File: src/rtl/pcileech_tx_scheduler.sv
// Arbitrates the TLP and CFG receive FIFOs onto the 256-bit FT601 path, packing seven tagged
// DWORDs plus a status DWORD per word and flushing partial words after an idle timeout.
module pcileech_tx_scheduler #(
    parameter int unsigned TIMEOUT_CYCLES = 64
) (
    input  logic         clk,
    input  logic         rst,
    input  logic [31:0]  tlp_data,
    input  logic         tlp_last,
    input  logic         tlp_valid,
    input  logic         tlp_empty,
    output logic         tlp_rd_en,
    input  logic [31:0]  cfg_data,
    input  logic         cfg_valid,
    input  logic         cfg_empty,
    output logic         cfg_rd_en,
    output logic [255:0] out_data,
    output logic         out_valid,
    input  logic         out_rd_en
);

    typedef enum logic [1:0] {StIdle, StTlp, StCfg} grant_e;

    localparam logic [7:0] IdleMax = 8'(TIMEOUT_CYCLES - 1);
    localparam logic [7:0] FlushAt = 8'(TIMEOUT_CYCLES - 2);

    grant_e         grant_q, grant_d;
    logic           rr_q, rr_d;
    logic           cfg_pend_q, cfg_pend_d;
    logic           inflight_q;
    logic [2:0]     filled_q, filled_d;
    logic [7:0]     idle_q, idle_d;
    logic [31:0]    slot_data_q [7];
    logic [3:0]     slot_tag_q [7];
    logic [255:0]   out_data_q, out_data_d;
    logic           out_valid_q;

    logic           room;
    logic           tlp_arr, cfg_arr, arrival;
    logic [31:0]    arr_data;
    logic [3:0]     arr_tag;
    logic           full_emit, flush, emit;

    // Valids only count when a read was issued last cycle; this also drops stray
    // valids on the first cycle out of reset. TLP wins a simultaneous arrival.
    assign room    = ({1'b0, filled_q} + {3'b000, inflight_q}) < 4'd7;
    assign tlp_arr = inflight_q & tlp_valid;
    assign cfg_arr = inflight_q & cfg_valid & ~tlp_valid;
    assign arrival = tlp_arr | cfg_arr;

    always_comb begin
        grant_d    = grant_q;
        rr_d       = rr_q;
        cfg_pend_d = cfg_pend_q;
        tlp_rd_en  = 1'b0;
        cfg_rd_en  = 1'b0;
        unique case (grant_q)
            StIdle: begin
                if (!tlp_empty && !cfg_empty) begin
                    grant_d = rr_q ? StCfg : StTlp;
                    rr_d    = ~rr_q;
                end else if (!tlp_empty) begin
                    grant_d = StTlp;
                end else if (!cfg_empty) begin
                    grant_d = StCfg;
                end
            end
            StTlp: begin
                tlp_rd_en = !tlp_empty && out_rd_en && room;
                // A read issued alongside the last DWORD keeps the grant for the next TLP.
                if (tlp_arr && tlp_last && !tlp_rd_en) begin
                    grant_d = StIdle;
                end
            end
            StCfg: begin
                cfg_rd_en = !cfg_empty && out_rd_en && room && !cfg_pend_q;
                if (cfg_rd_en) begin
                    cfg_pend_d = 1'b1;
                end else if (cfg_pend_q && inflight_q && cfg_valid) begin
                    cfg_pend_d = 1'b0;
                    grant_d    = StIdle;
                end
            end
            default: grant_d = StIdle;
        endcase
    end

    always_comb begin
        arr_data  = tlp_valid ? tlp_data : cfg_data;
        arr_tag   = tlp_valid ? (tlp_last ? 4'h2 : 4'h1) : 4'h3;
        full_emit = (filled_q == 3'd7) && out_rd_en;
        // Fires on the cycle the counter would reach TIMEOUT_CYCLES-1.
        flush     = (filled_q != 3'd0) && !inflight_q && !arrival && out_rd_en &&
                    (idle_q >= FlushAt);
        emit      = full_emit || flush;

        out_data_d = out_data_q;
        if (emit) begin
            for (int i = 0; i < 7; i++) begin
                if (3'(i) < filled_q) begin
                    out_data_d[32*i +: 32]    = slot_data_q[i];
                    out_data_d[224+4*i +: 4]  = slot_tag_q[i];
                end else begin
                    out_data_d[32*i +: 32]    = 32'h0;
                    out_data_d[224+4*i +: 4]  = 4'hF;
                end
            end
            out_data_d[255:252] = 4'hE;
        end

        if (emit) begin
            filled_d = 3'd0;
        end else if (arrival) begin
            filled_d = filled_q + 3'd1;
        end else begin
            filled_d = filled_q;
        end

        if (arrival || emit) begin
            idle_d = 8'd0;
        end else if ((filled_q != 3'd0) && !inflight_q && (idle_q < IdleMax)) begin
            idle_d = idle_q + 8'd1;
        end else begin
            idle_d = idle_q;
        end
    end

    always_ff @(posedge clk or posedge rst) begin
        if (rst) begin
            grant_q     <= StIdle;
            rr_q        <= 1'b0;
            cfg_pend_q  <= 1'b0;
            inflight_q  <= 1'b0;
            filled_q    <= 3'd0;
            idle_q      <= 8'd0;
            out_data_q  <= '0;
            out_valid_q <= 1'b0;
            for (int i = 0; i < 7; i++) begin
                slot_data_q[i] <= 32'h0;
                slot_tag_q[i]  <= 4'h0;
            end
        end else begin
            grant_q     <= grant_d;
            rr_q        <= rr_d;
            cfg_pend_q  <= cfg_pend_d;
            inflight_q  <= tlp_rd_en | cfg_rd_en;
            filled_q    <= filled_d;
            idle_q      <= idle_d;
            out_data_q  <= out_data_d;
            out_valid_q <= emit;
            if (arrival && !emit) begin
                slot_data_q[filled_q] <= arr_data;
                slot_tag_q[filled_q]  <= arr_tag;
            end
        end
    end

    assign out_data  = out_data_q;
    assign out_valid = out_valid_q;

endmodule

File: config.mk
export PLATFORM = sky130hd
export DESIGN_NAME = pcileech_tx_scheduler
export DESIGN_NICKNAME = d
export VERILOG_FILES = /design/src/rtl/pcileech_tx_scheduler.sv
export SDC_FILE = /design/constraint.sdc
export NUM_CORES = 1
export LEC_CHECK = 0
export ABC_AREA = 0
export CAP_MARGIN = 20
export CORE_UTILIZATION = 35
export DETAILED_ROUTE_END_ITERATION = 12
export DONT_BUFFER_PORTS = 1
export GPL_TIMING_DRIVEN = 0
export HOLD_SLACK_MARGIN = 0.06
export PLACE_DENSITY_LB_ADDON = 0.08
export SYNTH_ARGS = -nofsm -noshare
export SYNTH_HDL_FRONTEND = slang
export SYNTH_SLANG_ARGS = --single-unit
File: constraint.sdc
create_clock -name clk -period 20 [get_ports clk]
set_input_delay 1 -clock clk [delete_from_list [all_inputs] [get_ports clk]]
set_output_delay 1 -clock clk [all_outputs]
set_load 0.02 [all_outputs]
==> impl_metrics.csv <==
group,metric,value,unit
floorplan,row_count,88,
clock_network,clk_latency,610,ps
floorplan,die_h,244,um
timing,skew,20.1,ps
synth,synth_compound_area_frac,0.0659,
setup_path,cp_max_fo,3,
setup_path,reg2reg_depth,10,
synth,synth_flop_cell,"dfrtp_1",
setup_path,end_kind,"output port",
routing,wire_per_inst,22.3,um
synth,synth_top_family_by_area,"multiplexers",
global_route,grt_use_met3,0.0641,
global_route,grt-busiest-layer,"met2",
setup_path,start_kind,"flop",
global_route,use_met1,0.270,
synth,synthCells,1888,
placed_design,place_hpwl,45.4,mm
global_route,grtUsageMet2,0.345,
clock_network,h-tree-depth,2,
setup_path,cp.required,19000,ps
synth,synth_edf_count,0,
timing,worst_pin_slew,1100,ps
clock_network,holdBufCountCts,0,
clock_network,cts-root-buf,"clkbuf_16",
clock_network,cts_resized,0,
global_route,track_usage,0.210,
routing,via_count,13524,
clock_network,cts_tree,"built",
routing,drc,0,
power_and_ir_drop,total_leakage_power,0.0109,uW
routing,drt_wl_total,62.3,mm
final_layout,area_growth,15.3,%
run,cap_violations,0,
timing,slew_headroom,0.247,
clock_network,clock-sinks,501,
power_and_ir_drop,p_per_area,160,mW/mm^2
synth,synthArstFlopShare,1.00,
timing,post-route-min-period,3600,ps
outcome,status,"finished clean",
placed_design,io_buffers,0,
synth,synth-seq-cells,501,
synth,ys_top_cells_by_area,"dfrtp_1, mux2i_1, nand2_1",
routing,ant_nets,0,
final_layout,num-fill-cells,5708,
synth,synth-simple-area-share,0.113,
clock_network,cts.clk_slew.worst_paths,60,ps
synth,synth_top_area_cell,"dfrtp_1",
synth,seq_area_frac_synth,0.610,
floorplan,core_area,0.0579,sq mm
global_route,grt_overflow_total,0,
timing,fin_tns_setup,0,ps
synth,yosys_warnings,0,
synth,synthMuxAreaShare,0.140,
global_route,grt_max_degree,126,
power_and_ir_drop,power,3790,uW
synth,avgSynthCellArea,10.9,sq um
synth,synth.net_count,1967,
floorplan,start_util,0.355,
placed_design,gp_congestion,0.783,
timing,maxSlewViolCount,0,
clock_network,cts_setup_buffers,0,
setup_path,worstSetupPathType,"reg2out",
global_route,grt_pass1_vias,14069,
setup_path,reg2reg_slack,16710,ps
timing,finalHoldViolations,0,
floorplan,die-area,0.0597,sq mm
worst_hold_path,hold_class,"in2async",
synth,synth_xor_area_frac,0.00128,
routing,drt_iter0_drc,849,
clock_network,cts_made_buffers,57,
routing,routed_via_density,4.84,
floorplan,die_w,244,um
timing,min_period_over_period,0.180,
synth,netlist_area,0.0206,sq mm
final_layout,nNetsFinal,2058,
timing,setup_viol,0,
global_route,grt_antenna_before_repair,0,
final_layout,drive_gt1_frac,0.138,
timing,fmax,277,MHz
synth,synth_cell_types,52,
floorplan,ios,331,
clock_network,cts_buffer_depth,3,
synth,post-synth-top-area-fraction,0.610,
power_and_ir_drop,peakVddDrop,0.0742,mV
timing,rsz0062_at_grt,"false",
setup_path,critPathArrivalTime,2600,ps
global_route,grt_pass1_wl,92.9,mm
final_layout,final_core_util,0.409,
synth,synthAdderAreaFrac,0.00426,
routing,dr.pass1.iters,7,
synth_stat cells (all sizes together), types with 3 or more instances:
| cell type | count |
|---|---|
| nor3 | 3 |
| and3 | 35 |
| nor2 | 150 |
| o21ai | 109 |
| dfrtp | 501 |
| nand2b | 10 |
| nand3 | 4 |
| nand2 | 271 |
| ha | 7 |
| a21oi | 137 |
| and4 | 3 |
| buf | 68 |
| nand4 | 4 |
| nor4 | 4 |
| mux2 | 75 |
| nor2b | 36 |
| clkbuf | 59 |
| mux2i | 203 |
| inv | 178 |
flip-flops by register name, indices dropped and copies added, names as in the netlist:
name and count:
idle_q 8, grant_q 2, out_data 246, slot_tag_q 14, out_valid 1, cfg_pend_q 1, inflight_q 1, filled_q 3
slot_data_q 224, rr_q 1
final cells by class:
| class | count | area [sq um] | area share |
|---|---|---|---|
| Sequential cell | 501 | 12500 | 0.529 |
| Multi-Input combinational cell | 1082 | 6700 | 0.282 |
| Clock buffer | 88 | 1690 | 0.0714 |
| Tap cell | 765 | 957 | 0.0404 |
| Inverter | 178 | 676 | 0.0285 |
| Buffer | 127 | 671 | 0.0283 |
| Timing Repair Buffer | 32 | 350 | 0.0148 |
| Clock inverter | 18 | 125 | 0.00528 |
| Antenna cell | 2 | 5.00 | 0.000211 |
through the flow:
stage	hold slack (ps)	setup WS, ps	std cells	area, sq um
floorplan	441	5010	1888	20600
global placement	455	-1010	2653	21500
detailed placement	465	16610	2679	21800
CTS	266	16340	2785	23700
global route	282	16270	2791	23700
finish	283	16400	2793	23700
critical path, stage by stage, from the launching register on:
cell and delay [ps]:
dfrtp_1 430, ha_1 230, ha_1 280, nand2_1 70, o211ai_1 120, or4b_2 670
inv_1 220
where the power goes:
part	internal (uW)	leakage, uW	switching [uW]	total, uW
registers	1440	0.00625	563	2000
logic	311	0.00378	455	766
clock network	592	0.000907	430	1020
total	2340	0.0109	1450	3790
layer usage:
layer	up-vias	part of all wire
met5	-	0
met4	0	0.020
met3	73	0.069
met2	293	0.48
met1	6853	0.43
li1	6305	-
layout by cell type, fill, tap and decap left out, drive strengths merged, types with 3 or more instances in the layout:
cell type	netlist	final
clkinv	0	14
nor2b	36	36
mux2	75	75
dfrtp	501	501
nand2	271	271
nand4	4	4
o21ai	109	109
nor2	150	150
and4	3	3
clkbuf	59	147
and3	35	35
buf	68	100
mux2i	203	203
nand3	4	4
nand2b	10	10
nor4	4	4
a21oi	137	137
nor3	3	3
inv	178	180
ha	7	7
logic make-up (layout without fill, tap and decap cells):
group | count (synthesis) | in the layout
mux | 278 | 278
flops | 501 | 501
other cells | 1 | 3
xor+xnor | 3 | 3
simple gates | 533 | 533
fa+ha+maj | 7 | 7
compound gates | 260 | 260
buf+inv | 305 | 443
worst paths after layout:
check / start / to
min reg2reg: slot_data_q[35]$_DFFE_PP0P_ / slot_data_q[35]$_DFFE_PP0P_
min in group clk: slot_data_q[35]$_DFFE_PP0P_ / slot_data_q[35]$_DFFE_PP0P_
max in group asynchronous: rst / slot_data_q[79]$_DFFE_PP0P_
max reg2reg: filled_q[1]$_DFFE_PP0N_ / out_data[237]$_DFFE_PP0P_
min: rst / out_data[229]$_DFFE_PP0P_
max: filled_q[0]$_DFFE_PP0N_ / tlp_rd_en
(Power assumes the default switching activity.)
